File: config.mk
export PLATFORM = sky130hd
export DESIGN_NAME = soc_bus_decoder_flat
export DESIGN_NICKNAME = d
export VERILOG_FILES = /design/src/rtl/soc_bus_pkg.sv /design/src/rtl/soc_bus_decoder_if.sv /design/src/rtl/soc_addr_decode.sv /design/src/rtl/soc_bus_decoder.sv /design/src/flat_wrapper.sv
export SDC_FILE = /design/constraint.sdc
export NUM_CORES = 1
export LEC_CHECK = 0
export ABC_CLOCK_PERIOD_IN_PS = 5630
export CORE_AREA = 2 2 159 161
export DETAILED_ROUTE_END_ITERATION = 8
export DIE_AREA = 0 0 161 163
export SKIP_LAST_GASP = 1
export SYNTH_ARGS = -nofsm -noshare
export SYNTH_HDL_FRONTEND = slang
export SYNTH_HIERARCHICAL = 1
export SYNTH_SLANG_ARGS = --single-unit
File: constraint.sdc
create_clock -name clk -period 5.63 [get_ports clk]
set_input_delay 0.563 -clock clk [delete_from_list [all_inputs] [get_ports clk]]
set_output_delay 0.563 -clock clk [all_outputs]
set_load 0.005 [all_outputs]
File: src/rtl/soc_bus_pkg.sv
// Shared types and defaults for the SoC memory-bus decoder.
package soc_bus_pkg;

    typedef enum logic {
        IDLE = 1'b0,
        WAIT = 1'b1
    } state_t;

    localparam int ID_FIELD_W  = 8;
    localparam int ERR_COUNT_W = 16;

    localparam logic [31:0] DEFAULT_ERR_DATA = 32'hDEADBEEF;

    // Entry i lives at bits [i*ID_FIELD_W +: ID_FIELD_W]; target 0 is 8'h00.
    localparam logic [6*ID_FIELD_W-1:0] DEFAULT_TARGET_IDS =
        {8'h0F, 8'h05, 8'h04, 8'h03, 8'h02, 8'h00};

    function automatic int idx_width(input int n);
        return (n > 1) ? $clog2(n) : 1;
    endfunction

endpackage

File: src/rtl/soc_bus_decoder_if.sv
// Host port plus fan-out target port of the memory-bus decoder.
interface soc_bus_decoder_if
    import soc_bus_pkg::*;
#(
    parameter int NUM_TARGETS = 6,
    parameter int ADDR_WIDTH  = 32,
    parameter int DATA_WIDTH  = 32
);
    logic [ADDR_WIDTH-1:0]             mem_addr;
    logic [DATA_WIDTH-1:0]             mem_wdata;
    logic [DATA_WIDTH/8-1:0]           mem_wmask;
    logic                              mem_wstrb;
    logic                              mem_rstrb;
    logic [DATA_WIDTH-1:0]             mem_rdata;
    logic                              mem_done;
    logic                              bus_err;
    logic [ERR_COUNT_W-1:0]            err_count;

    logic [ADDR_WIDTH-1:0]             t_addr;
    logic [DATA_WIDTH-1:0]             t_wdata;
    logic [DATA_WIDTH/8-1:0]           t_wmask;
    logic [NUM_TARGETS-1:0]            t_sel;
    logic [NUM_TARGETS-1:0]            t_wstrb;
    logic [NUM_TARGETS-1:0]            t_rstrb;
    logic [NUM_TARGETS*DATA_WIDTH-1:0] t_rdata;
    logic [NUM_TARGETS-1:0]            t_done;

    // master drives the host fields and the target responses
    modport master (
        output mem_addr, mem_wdata, mem_wmask, mem_wstrb, mem_rstrb, t_rdata, t_done,
        input  mem_rdata, mem_done, bus_err, err_count,
               t_addr, t_wdata, t_wmask, t_sel, t_wstrb, t_rstrb
    );

    modport slave (
        input  mem_addr, mem_wdata, mem_wmask, mem_wstrb, mem_rstrb, t_rdata, t_done,
        output mem_rdata, mem_done, bus_err, err_count,
               t_addr, t_wdata, t_wmask, t_sel, t_wstrb, t_rstrb
    );

endinterface

File: src/rtl/soc_addr_decode.sv
// Combinational target-ID decode: one-hot hit, lowest matching index, miss flag.
module soc_addr_decode
    import soc_bus_pkg::*;
#(
    parameter int NUM_TARGETS = 6,
    parameter int ID_W        = ID_FIELD_W,
    parameter int IDX_W       = idx_width(NUM_TARGETS)
) (
    input  logic [ID_W-1:0]             i_id,
    input  logic [NUM_TARGETS*ID_W-1:0] i_target_ids,
    output logic [NUM_TARGETS-1:0]      o_hit,
    output logic [IDX_W-1:0]            o_idx,
    output logic                        o_miss
);

    logic [NUM_TARGETS-1:0] w_match;

    genvar gi;
    generate
        for (gi = 0; gi < NUM_TARGETS; gi++) begin : g_match
            assign w_match[gi] = (i_id == i_target_ids[gi*ID_W +: ID_W]);
        end
    endgenerate

    // Scan downwards so the lowest matching index is the one left standing.
    always_comb begin
        o_hit  = '0;
        o_idx  = '0;
        o_miss = ~|w_match;
        for (int i = NUM_TARGETS - 1; i >= 0; i--) begin
            if (w_match[i]) begin
                o_hit    = '0;
                o_hit[i] = 1'b1;
                o_idx    = IDX_W'(i);
            end
        end
    end

endmodule

File: src/rtl/soc_bus_decoder.sv
// Memory-bus decoder/return mux: routes host strobes to N targets, waits for done,
// and answers unmapped or timed-out accesses with an error response.
module soc_bus_decoder
    import soc_bus_pkg::*;
#(
    parameter int                                          NUM_TARGETS    = 6,
    parameter int                                          ADDR_WIDTH     = 32,
    parameter int                                          DATA_WIDTH     = 32,
    parameter int                                          SEL_LSB        = 24,
    parameter logic [NUM_TARGETS*(ADDR_WIDTH-SEL_LSB)-1:0] TARGET_IDS     = DEFAULT_TARGET_IDS,
    parameter int                                          TIMEOUT_CYCLES = 255,
    parameter logic [DATA_WIDTH-1:0]                       ERR_DATA       = DEFAULT_ERR_DATA
) (
    input  logic           clk,
    input  logic           reset,
    soc_bus_decoder_if.slave bus
);

    localparam int ID_W  = ADDR_WIDTH - SEL_LSB;
    localparam int IDX_W = idx_width(NUM_TARGETS);
    localparam int CNT_W = $clog2(TIMEOUT_CYCLES + 1);

    state_t                 r_state, w_state_next;
    logic [IDX_W-1:0]       r_idx;
    logic                   r_is_read;
    logic [CNT_W-1:0]       r_count;
    logic [DATA_WIDTH-1:0]  r_rdata;
    logic [ERR_COUNT_W-1:0] r_err_count;

    logic [NUM_TARGETS-1:0] w_hit, w_wait_sel, w_sel, w_wstrb, w_rstrb;
    logic [IDX_W-1:0]       w_dec_idx, w_src_idx;
    logic                   w_miss, w_strobe, w_is_write, w_is_read;
    logic                   w_done, w_err, w_latch, w_cap_data, w_cap_err;
    logic [DATA_WIDTH-1:0]  w_src_rdata;

    soc_addr_decode #(
        .NUM_TARGETS (NUM_TARGETS),
        .ID_W        (ID_W),
        .IDX_W       (IDX_W)
    ) u_decode (
        .i_id         (bus.mem_addr[ADDR_WIDTH-1:SEL_LSB]),
        .i_target_ids (TARGET_IDS),
        .o_hit        (w_hit),
        .o_idx        (w_dec_idx),
        .o_miss       (w_miss)
    );

    // A simultaneous write and read strobe is treated as a write.
    assign w_strobe    = bus.mem_wstrb | bus.mem_rstrb;
    assign w_is_write  = bus.mem_wstrb;
    assign w_is_read   = bus.mem_rstrb & ~bus.mem_wstrb;
    assign w_wait_sel  = NUM_TARGETS'(1) << r_idx;
    assign w_src_rdata = bus.t_rdata[w_src_idx*DATA_WIDTH +: DATA_WIDTH];

    always_comb begin
        w_state_next = r_state;
        w_sel        = '0;
        w_wstrb      = '0;
        w_rstrb      = '0;
        w_done       = 1'b0;
        w_err        = 1'b0;
        w_latch      = 1'b0;
        w_cap_data   = 1'b0;
        w_cap_err    = 1'b0;
        w_src_idx    = r_idx;
        case (r_state)
            IDLE: begin
                w_sel     = w_hit;
                w_src_idx = w_dec_idx;
                if (w_strobe) begin
                    if (w_miss) begin
                        w_done    = 1'b1;
                        w_err     = 1'b1;
                        w_cap_err = w_is_read;
                    end else begin
                        w_latch = 1'b1;
                        if (w_is_write) w_wstrb = w_hit;
                        else            w_rstrb = w_hit;
                        if (bus.t_done[w_dec_idx]) begin
                            w_done     = 1'b1;
                            w_cap_data = w_is_read;
                        end else begin
                            w_state_next = WAIT;
                        end
                    end
                end
            end
            WAIT: begin
                // Host strobes here are ignored; only the latched target is watched.
                w_sel = w_wait_sel;
                if (bus.t_done[r_idx]) begin
                    w_done       = 1'b1;
                    w_cap_data   = r_is_read;
                    w_state_next = IDLE;
                end else if (r_count == CNT_W'(TIMEOUT_CYCLES)) begin
                    w_done       = 1'b1;
                    w_err        = 1'b1;
                    w_cap_err    = r_is_read;
                    w_state_next = IDLE;
                end
            end
        endcase
    end

    always_ff @(posedge clk or posedge reset) begin
        if (reset) begin
            r_state     <= IDLE;
            r_idx       <= '0;
            r_is_read   <= 1'b0;
            r_count     <= '0;
            r_rdata     <= '0;
            r_err_count <= '0;
        end else begin
            r_state <= w_state_next;
            if (w_latch) begin
                r_idx     <= w_dec_idx;
                r_is_read <= w_is_read;
            end
            r_count <= (r_state == WAIT) ? r_count + CNT_W'(1) : '0;
            if (w_cap_err)       r_rdata <= ERR_DATA;
            else if (w_cap_data) r_rdata <= w_src_rdata;
            if (w_err && (r_err_count != {ERR_COUNT_W{1'b1}}))
                r_err_count <= r_err_count + ERR_COUNT_W'(1);
        end
    end

    assign bus.t_addr    = bus.mem_addr;
    assign bus.t_wdata   = bus.mem_wdata;
    assign bus.t_wmask   = bus.mem_wmask;
    assign bus.t_sel     = w_sel;
    assign bus.t_wstrb   = w_wstrb;
    assign bus.t_rstrb   = w_rstrb;
    assign bus.mem_done  = w_done;
    assign bus.bus_err   = w_err;
    assign bus.mem_rdata = r_rdata;
    assign bus.err_count = r_err_count;

endmodule

File: src/flat_wrapper.sv
// flat-port wrapper written by rule: the top's interface ports become plain ports
module soc_bus_decoder_flat import soc_bus_pkg::*;
#(
    parameter int                                          NUM_TARGETS    = 6,
    parameter int                                          ADDR_WIDTH     = 32,
    parameter int                                          DATA_WIDTH     = 32,
    parameter int                                          SEL_LSB        = 24,
    parameter logic [NUM_TARGETS*(ADDR_WIDTH-SEL_LSB)-1:0] TARGET_IDS     = DEFAULT_TARGET_IDS,
    parameter int                                          TIMEOUT_CYCLES = 255,
    parameter logic [DATA_WIDTH-1:0]                       ERR_DATA       = DEFAULT_ERR_DATA
)
  (clk, reset, bus_mem_addr, bus_mem_wdata, bus_mem_wmask, bus_mem_wstrb, bus_mem_rstrb, bus_t_rdata, bus_t_done, bus_mem_rdata, bus_mem_done, bus_bus_err, bus_err_count, bus_t_addr, bus_t_wdata, bus_t_wmask, bus_t_sel, bus_t_wstrb, bus_t_rstrb);
  soc_bus_decoder_if #(.NUM_TARGETS(NUM_TARGETS), .ADDR_WIDTH(ADDR_WIDTH), .DATA_WIDTH(DATA_WIDTH)) bus_i ();
  input  logic clk;
  input  logic reset;
  input wire logic [$bits(bus_i.mem_addr)-1:0] bus_mem_addr;
  input wire logic [$bits(bus_i.mem_wdata)-1:0] bus_mem_wdata;
  input wire logic [$bits(bus_i.mem_wmask)-1:0] bus_mem_wmask;
  input wire logic [$bits(bus_i.mem_wstrb)-1:0] bus_mem_wstrb;
  input wire logic [$bits(bus_i.mem_rstrb)-1:0] bus_mem_rstrb;
  input wire logic [$bits(bus_i.t_rdata)-1:0] bus_t_rdata;
  input wire logic [$bits(bus_i.t_done)-1:0] bus_t_done;
  output wire logic [$bits(bus_i.mem_rdata)-1:0] bus_mem_rdata;
  output wire logic [$bits(bus_i.mem_done)-1:0] bus_mem_done;
  output wire logic [$bits(bus_i.bus_err)-1:0] bus_bus_err;
  output wire logic [$bits(bus_i.err_count)-1:0] bus_err_count;
  output wire logic [$bits(bus_i.t_addr)-1:0] bus_t_addr;
  output wire logic [$bits(bus_i.t_wdata)-1:0] bus_t_wdata;
  output wire logic [$bits(bus_i.t_wmask)-1:0] bus_t_wmask;
  output wire logic [$bits(bus_i.t_sel)-1:0] bus_t_sel;
  output wire logic [$bits(bus_i.t_wstrb)-1:0] bus_t_wstrb;
  output wire logic [$bits(bus_i.t_rstrb)-1:0] bus_t_rstrb;
  assign bus_i.mem_addr = bus_mem_addr;
  assign bus_i.mem_wdata = bus_mem_wdata;
  assign bus_i.mem_wmask = bus_mem_wmask;
  assign bus_i.mem_wstrb = bus_mem_wstrb;
  assign bus_i.mem_rstrb = bus_mem_rstrb;
  assign bus_i.t_rdata = bus_t_rdata;
  assign bus_i.t_done = bus_t_done;
  assign bus_mem_rdata = bus_i.mem_rdata;
  assign bus_mem_done = bus_i.mem_done;
  assign bus_bus_err = bus_i.bus_err;
  assign bus_err_count = bus_i.err_count;
  assign bus_t_addr = bus_i.t_addr;
  assign bus_t_wdata = bus_i.t_wdata;
  assign bus_t_wmask = bus_i.t_wmask;
  assign bus_t_sel = bus_i.t_sel;
  assign bus_t_wstrb = bus_i.t_wstrb;
  assign bus_t_rstrb = bus_i.t_rstrb;
  soc_bus_decoder #(.NUM_TARGETS(NUM_TARGETS), .ADDR_WIDTH(ADDR_WIDTH), .DATA_WIDTH(DATA_WIDTH), .SEL_LSB(SEL_LSB), .TARGET_IDS(TARGET_IDS), .TIMEOUT_CYCLES(TIMEOUT_CYCLES), .ERR_DATA(ERR_DATA)) u_core (.clk(clk), .reset(reset), .bus(bus_i));
endmodule
==> results.ini <==
[cts]
cts_root_buf = clkbuf_16
ctsResizeCount = 0
insertion_delay_ps = 330
numCtsBuffers = 9
h-tree-depth = 3
clk_path_buf_depth = 2
clk_pin_slew_ps = 60
postCtsSetupRepairBufs = 0
cts.sinks = 61
cts_hold_buffers = 0
cts_tree = done

[grt]
grt_pass1_vias = 5968
grt_pass1_wl_mm = 33.4
grt_max_degree = 97
grtUsageTotal = 0.165
grt_overflow_total = 0
antenna_found_initial = 1

[sta]
period_minus_slack_ps = 4650
setup_tns_ps = 0
period_share = 0.826
tightest_slew_ps = 1280
fin_skew_ps = 5.49
hold_viol = 0
setup_violations = 0
grt_setup_unrepaired = no
fmax_ghz = 0.215
finalMaxSlewViolations = 0
relSlewSlack = 0.145

[power]
leakage_nw = 3.59
clkPwrFrac = 0.324
pwr-share-comb = 0.352
switching_power_w = 0.000588
powerDensity_nw_per_um2 = 201
internal_power_w = 0.00122
switching_share = 0.326
p_seq_frac = 0.324
vdd_drop_max_uv = 125

[worst_setup_path]
cp.required_ps = 5070
reg2reg_slack_ps = 2850
worstPathArrival_ps = 4090
cpPeakStageDelay_ps = 630
worstPathCellList = clkdlybuf4s50_1 -> xor2_1 -> nor4_1 -> nand2_1 -> and2_4 -> a221oi_2 -> mux4_2 -> mux2i_4 -> a21oi_1 -> nor2_1 -> a31oi_1 -> clkdlybuf4s50_1
crit_buf_inv = 2
critPathMaxFanout = 7
cp-end-kind = output port
crit_slowest_cell = clkdlybuf4s50_1
critPathKind = in2out
critical_path.top_delay_family = buffers and inverters
cpMostUsedCell = clkdlybuf4s50_1
start_kind = input pin

[layout]
nNetsFinal = 1315
area_growth_pct = 53.0
nFillCells = 2609
drive_gt1_frac = 0.0773
instances_no_fill = 1379

[logic_synthesis]
avgSynthCellArea_um2 = 7.23
ys_ff_latch = 61
syn-cell-area_um2 = 5860
synth_flop_cell = dfrtp_1
synthCells = 811
synth_cell_type_count = 52
synth_top_area_cell = dfrtp_1
async_flop_share = 1.00
synth_top_area_share = 0.260
ys_warn_count = 6
yosys.cell_count.top_type = nand2_1
synthTopCellsByCount = 211 x nand2_1, 99 x a21oi_1, 72 x buf_4
synth_edf_count = 0
synth-seq-area-share = 0.260
ys_top_cells_by_area = dfrtp_1 26%, nand2_1 14%, buf_4 9.2%, a21oi_1 8.5%, xor2_1 7.8%

[placed_design]
gp_congestion = 0.795
place_inst = 1362
port-buffer-count = 285
dpl.hpwl_mm = 16.7

[floorplanning]
die_w_um = 161
io_pins = 406
row_count = 58
initial_core_util = 0.238
core_um2 = 24700
fp.dieArea_um2 = 26200
die_h_um = 163

[drt]
viasPerCell = 4.47
drtPass1Iterations = 4
drc = 0
dr.first_iter.drc_count = 373
routed_wirelength_mm = 22.5
via_count = 6169
wire_per_inst_um = 16.3
ant_nets = 0

[worst_hold_path]
min_path_type = reg2reg

[job]
drv_cap = 0

[outcome]
status = finished, final reports clean

## layout by cell type, fill, tap and decap left out, types with 5 or more instances in the layout
| master | count |
|---|---|
| buf_4 | 10 |
| and2_1 | 5 |
| and3_1 | 12 |
| o21ai_0 | 8 |
| clkdlybuf4s50_1 | 285 |
| inv_1 | 16 |
| xor2_1 | 52 |
| conb_1 | 48 |
| nor2_1 | 59 |
| nor4_2 | 24 |
| clkbuf_16 | 9 |
| nand2_1 | 211 |
| dfrtp_1 | 61 |
| nor4_1 | 19 |
| nor3_1 | 14 |
| nor3_2 | 6 |
| xnor2_1 | 14 |
| a21oi_1 | 98 |
| nand4_1 | 6 |
| o21ai_1 | 22 |
| nand3_1 | 11 |
## final timing paths
kind                                             startpoint  cells after the start                                   end
worst max register to register     u_core/r_state$_DFF_PP0_                      7  u_core/bus.mem_rdata[30]$_DFFE_PP0P_
worst max-delay path                       bus_mem_addr[27]                     12                          bus_mem_done
min in group asynchronous                             reset                      3  u_core/bus.mem_rdata[30]$_DFFE_PP0P_
worst min-delay path            u_core/r_count[0]$_DFF_PP0_                      1           u_core/r_count[0]$_DFF_PP0_
max in group asynchronous                             reset                      3  u_core/bus.mem_rdata[17]$_DFFE_PP0P_
worst min register to register  u_core/r_count[0]$_DFF_PP0_                      1           u_core/r_count[0]$_DFF_PP0_
## power groups by stage
stage | registers, W | logic [W] | clock network (W)
finish | 0.000585 | 0.000635 | 0.000584
global route | 0.000600 | 0.000693 | 0.000626
CTS | 0.000586 | 0.000645 | 0.000611
detailed placement | 0.000593 | 0.000642 | 0
global placement | 0.000590 | 0.000639 | 0
floorplan | 0.000571 | 0.000331 | 0
## metal layers
metal	up-vias	GRT usage	share of wire
met2	227	0.285	0.49
met5	-	0	0
met3	34	0.0474	0.079
li1	3073	-	-
met4	0	0.0524	0.018
met1	2835	0.198	0.42
## registers in the layout (all words and copies together) (netlist names)
| name | cells |
|---|---|
| u_core/bus.mem_rdata | 32 |
| u_core/bus.err_count | 16 |
| u_core/r_count | 8 |
| u_core/r_idx | 3 |
| u_core/r_is_read | 1 |
| u_core/r_state | 1 |
## cells by family after synthesis
logic type,share of synthesized area
and+or+nand+nor,0.326
AOI/OAI and AO/OA,0.137
buffers and inverters,0.150
xor gates and xnor gates,0.101
DFF,0.260
muxes,0.0203
adders and majority gates,0.00427
other,0.00128
## layout make-up
type,count,area [µm²],area share
Multi-Input combinational cell,658,3710,0.413
Timing Repair Buffer,296,2950,0.329
Sequential cell,61,1530,0.170
Tap cell,330,413,0.0460
Clock buffer,10,239,0.0266
Clock inverter,6,68.8,0.00767
Inverter,17,63.8,0.00711
Antenna cell,1,2.50,0.000279
## through the flow
step / cell area, µm² / power (W) / hold slack [ps] / setup slack (ps) / utilization
2_1_floorplan: 6030 / 0.000903 / 432 / 2330 / -
3_3_place_gp: 8660 / 0.00123 / 450 / 994 / 0.351
3_5_place_dp: 8660 / 0.00123 / 458 / 886 / 0.351
4_1_cts: 8970 / 0.00184 / 466 / 976 / 0.363
5_1_grt: 8970 / 0.00192 / 491 / 701 / 0.363
6_report: 8970 / 0.00180 / 465 / 977 / 0.363
(Power assumes the default switching activity.)
